### src/rtl/serial_adder_pkg.sv
// Shared definitions for the bit-serial adder: FSM state encodings and the
// supported operand width range.
package serial_adder_pkg;

    typedef enum logic [1:0] {
        IDLE  = 2'd0,
        SHIFT = 2'd1,
        DONE  = 2'd2
    } state_t;

    localparam int WIDTH_MIN = 2;
    localparam int WIDTH_MAX = 32;

    function automatic bit width_is_legal(input int w);
        return (w >= WIDTH_MIN) && (w <= WIDTH_MAX);
    endfunction

endpackage

### src/rtl/full_adder.sv
// One-bit combinational full adder; the per-bit cell reused by the serial adder.
module full_adder (
    input  logic a,
    input  logic b,
    input  logic c,
    output logic sum,
    output logic carry
);

    assign sum   = a ^ b ^ c;
    assign carry = (a & b) | (c & (a ^ b));

endmodule

### src/rtl/serial_adder.sv
// Bit-serial adder: one full_adder cell per clock, LSB first, carry held in a flop.
// Define SERIAL_ADDER_OVF_EN to add the registered signed-overflow output ovf.
module serial_adder
    import serial_adder_pkg::*;
#(
    parameter int WIDTH = 8
) (
    input  logic             clk,
    input  logic             rst_n,
    input  logic             start,
    input  logic [WIDTH-1:0] a,
    input  logic [WIDTH-1:0] b,
    input  logic             cin,
    output logic             busy,
    output logic             done,
    output logic [WIDTH-1:0] sum,
    output logic             cout
`ifdef SERIAL_ADDER_OVF_EN
    ,
    output logic             ovf
`endif
);

    localparam int CNT_W = $clog2(WIDTH);
    localparam logic [CNT_W-1:0] CNT_LAST = CNT_W'(WIDTH - 1);

    generate
        if (!width_is_legal(WIDTH)) begin : g_bad_width
            $error("serial_adder: WIDTH out of range");
        end
    endgenerate

    state_t           state;
    logic [WIDTH-1:0] sa;
    logic [WIDTH-1:0] sb;
    logic             carry;
    logic [CNT_W-1:0] cnt;
    logic             fa_sum;
    logic             fa_carry;
    logic             accept;
`ifdef SERIAL_ADDER_OVF_EN
    logic             msb_carry;
`endif

    full_adder u_fa (
        .a     (sa[0]),
        .b     (sb[0]),
        .c     (carry),
        .sum   (fa_sum),
        .carry (fa_carry)
    );

    // A start in DONE is accepted like one in IDLE so results can stream back-to-back.
    assign accept = start && ((state == IDLE) || (state == DONE));

    always_ff @(posedge clk or negedge rst_n) begin
        if (!rst_n) begin
            state <= IDLE;
            sa    <= '0;
            sb    <= '0;
            carry <= 1'b0;
            cnt   <= '0;
            busy  <= 1'b0;
            done  <= 1'b0;
            sum   <= '0;
            cout  <= 1'b0;
`ifdef SERIAL_ADDER_OVF_EN
            msb_carry <= 1'b0;
            ovf       <= 1'b0;
`endif
        end else begin
            done <= 1'b0;
            case (state)
                IDLE: begin
                end
                SHIFT: begin
                    sum   <= {fa_sum, sum[WIDTH-1:1]};
                    sa    <= sa >> 1;
                    sb    <= sb >> 1;
                    carry <= fa_carry;
                    cnt   <= cnt + 1'b1;
                    if (cnt == CNT_LAST) begin
`ifdef SERIAL_ADDER_OVF_EN
                        msb_carry <= carry;
`endif
                        busy  <= 1'b0;
                        state <= DONE;
                    end
                end
                DONE: begin
                    done  <= 1'b1;
                    cout  <= carry;
`ifdef SERIAL_ADDER_OVF_EN
                    ovf   <= msb_carry ^ carry;
`endif
                    state <= IDLE;
                end
                default: state <= IDLE;
            endcase

            // sum is left untouched here so the result stays valid through the done pulse.
            if (accept) begin
                sa    <= a;
                sb    <= b;
                carry <= cin;
                cnt   <= '0;
                busy  <= 1'b1;
                state <= SHIFT;
            end
        end
    end

endmodule

### config.mk
export PLATFORM = sky130hd
export DESIGN_NAME = serial_adder
export DESIGN_NICKNAME = d
export VERILOG_FILES = /design/src/rtl/serial_adder_pkg.sv /design/src/rtl/full_adder.sv /design/src/rtl/serial_adder.sv
export SDC_FILE = /design/constraint.sdc
export NUM_CORES = 1
export LEC_CHECK = 0
export CORE_ASPECT_RATIO = 1.75
export CORE_MARGIN = 2
export CORE_UTILIZATION = 40
export CTS_BUF_LIST = sky130_fd_sc_hd__clkbuf_16
export DETAILED_ROUTE_END_ITERATION = 7
export HOLD_SLACK_MARGIN = 0.12
export PLACE_DENSITY = 0.74
export SETUP_SLACK_MARGIN = 0.5
export SLEW_MARGIN = 0
export SYNTH_ARGS = -nofsm -noshare
export SYNTH_HDL_FRONTEND = slang
export SYNTH_SLANG_ARGS = --single-unit
### constraint.sdc
create_clock -name clk -period 1.5 [get_ports clk]
set_clock_uncertainty 0.15 [all_clocks]
set_input_delay 0.375 -clock clk [delete_from_list [all_inputs] [get_ports clk]]
set_output_delay 0.375 -clock clk [all_outputs]
set_load 0.02 [all_outputs]
==> results.yml <==
clock_network:
  numClockSinks: 33
  clk_pin_slew_ns: 0.06
  postCtsHoldBufs: 0
  numCtsBuffers: 5
  clk_latency_ns: 0.28
  h-tree-depth: 2
  root_buffer: "clkbuf_16"
  cts_tree: "yes"
  clk_path_buf_depth: 2
sta:
  setup_ws_ns: -0.01011
  finalHoldViolations: 0
  rsz0062_at_grt: "true"
  drv_slew: 0
  setup_viol: 1
  period_needed_ns: 1.510
  max-slew-margin-rel_pct: 82.73
  fin_hold_ws_ns: 0.3095
  finalCritPeriodShare_pct: 100.7
  tns_ns: -0.01011
  fmax_mhz: 662.2
  worst_pin_slew_ns: 0.2590
flow_run:
  cap_violations: 0
routing:
  wl_met2_mm: 2.276
  met1_length_mm: 1.562
  drt_first_pass_iters: 4
  drtIter0Drc: 6
  ant_nets: 0
  wl_per_cell_um: 16.17
  top_layer_used: "met4"
  wl_met3_um: 128
  totalWireLength_mm: 4.042
  vias_per_cell: 5.196
  vias: 1299
  drc: 0
synth:
  post_synth_num_cell_types: 23
  syn_avg_cell_area_sq_um: 11.94
  ys_seq_elements: 33
  netlist_instances: 133
  ys_warn_count: 0
  syn-num-nets: 156
  synth_area_sq_um: 1588
  ys_seq_area_share_pct: 52.01
worst_setup_path:
  path_class: "register to register"
  required_ns: 1.52
  max_stage_delay_ns: 0.41
  arrival_ns: 1.53
  worstPathMaxFanout: 2
  crit_path_end_kind: "register"
  path_common_cell: "ha_4"
  crit_path_start_kind: "register"
  worst_path_max_delay_cell: "dfrtp_1"
  crit_chain: "ha_4, ha_4, mux2_4, a22o_1"
cells_and_area:
  multi_input_area_sq_um: 878.3
  fin_cells: 250
  fin_nets: 224
  drive_gt1_share_pct: 53.47
  antenna_cells: 0
  area_delta_synth_final_pct: 70.92
  seq_area_sq_um: 827.0
  final_util_pct: 70.88
  n_fill_cell: 281
place:
  gp_congestion: 0.7147
  portBuffers: 30
  dp.final_hpwl_mm: 2.311
  dp.cells: 216
min_path:
  hold_class: "input port to async pin"
floorplan:
  die_area_sq_um: 4509
  rows: 30
  ios: 31
  die_h_um: 87.35
  start_util_pct: 41.47
  fp.coreArea_sq_um: 3829
  fp.dieW_um: 51.63
global_routing:
  grt_first_pass_wirelength_mm: 6.506
  overflow: 0
  grt_max_degree: 34
  grt_antenna_before_repair: 0
  grt_pass1_vias: 1379
  grt.total_usage_pct: 19.86
power_and_ir_drop:
  p_total_mw: 6.209
  vdd_drop_max_uv: 1297
  power_density_nw_per_um2: 2288
  leakage_nw: 1.157
outcome:
  violations: "setup timing"
  run_status: "finished with violations"
cell type report:
type	instances	area share [%]
Multi-Input combinational cell	84	32.37
Sequential cell	33	30.47
Timing Repair Buffer	70	26.97
Clock buffer	5	4.610
Clock inverter	3	2.397
Tap cell	48	2.213
Inverter	7	0.9682
worst max-delay path: cells and delay by family, from the launching register on:
family | cells | cell delay, ns
DFF | 1 | 0.41
adders and majority gates | 2 | 0.38
muxes | 1 | 0.26
AOI/OAI and AO/OA | 1 | 0.20
layer usage:
layer	vias to the layer above	track usage, %
met5	-	0
met4	0	8.612
met3	6	4.124
met2	26	35.55
met1	658	22.02
li1	609	-
final timing paths:
kind                                    startpoint  slack, ns              endpoint  cells past startpoint
worst max register to register  cnt[0]$_DFFE_PN0P_      -0.01    cnt[2]$_DFFE_PN0P_                      4
worst max-delay path            cnt[0]$_DFFE_PN0P_      -0.01    cnt[2]$_DFFE_PN0P_                      4
min in group clk                 sa[7]$_DFFE_PN0P_       0.40     sa[7]$_DFFE_PN0P_                      2
worst min register to register   sa[7]$_DFFE_PN0P_       0.40     sa[7]$_DFFE_PN0P_                      2
worst min-delay path                         rst_n       0.31     sa[0]$_DFFE_PN0P_                      2
max in group asynchronous                    rst_n       0.69  state[0]$_DFFE_PN0P_                      2
cell usage after synthesis:
cell       n  share of area (%)
mux2i_1   11                6.9
buf_6      5                3.5
nand3_1    3               0.95
a21oi_1   10                3.2
nor2_1     3               0.71
a22o_1     2                1.1
buf_2      2               0.63
nand2b_1   1               0.39
mux2_2     7                5.0
inv_1      7                1.7
o21ai_0    5                1.6
clkbuf_1   2               0.47
dfrtp_1   33                 52
nand2b_4   1               0.87
fa_1       1                1.3
a21oi_2    6                3.3
a211oi_1   9                4.3
nor2b_1   10                3.9
mux2_1     4                2.8
buf_4      2               0.95
and2_4     1               0.55
ha_1       2                1.6
o22ai_1    6                2.4
placed cells by master, fill, tap and decap left out, drive strengths merged:
cell	n
a211oi	9
o21ai	5
a22o	2
nand3	3
clkinv	1
mux2	11
o22ai	6
mux2i	11
nor2	3
fa	1
a21oi	16
nand2b	4
ha	2
bufinv	2
nor2b	10
and2	1
buf	51
clkbuf	5
clkdlybuf4s15	1
dfrtp	33
clkdlybuf4s50	18
inv	7
cells by family after synthesis:
logic type	Yosys count	share of synthesized area (%)
multiplexers	22	14.74
AND/OR/NAND/NOR	19	7.407
buffers and inverters	18	7.250
AO/OA/AOI/OAI	38	15.76
adder cells (fa/ha/maj)	3	2.837
flip-flops	33	52.01
registers in the layout (all words and copies together) (netlist names):
register,cells
busy,1
sa,8
carry,1
cnt,3
done,1
sb,8
cout,1
sum,8
state,2
through the flow:
step	area [sq um]	setup WS [ns]
after floorplan	1799	0.02292
after global placement	2170	-0.2235
after detailed placement	2170	-0.2739
after CTS	2620	-0.006945
after global routing	2714	-0.02782
final	2714	-0.01011
timing repair:
| item | in CTS | in global routing |
|---|---|---|
| gates cloned | 3 | 0 |
| gates resized for setup | 87 | 6 |
| setup buffers | 14 | 9 |
| pin swaps | 10 | 5 |
| endpoints found under the setup margin | 43 | 44 |
power breakdown:
part	internal, mW	leakage [nW]	total, mW	switching [mW]
registers	1.32	0.396	1.72	0.402
logic	1.87	0.668	3.15	1.28
clock network	0.948	0.0938	1.34	0.387
No activity file was read; power rests on OpenSTA's default activity.
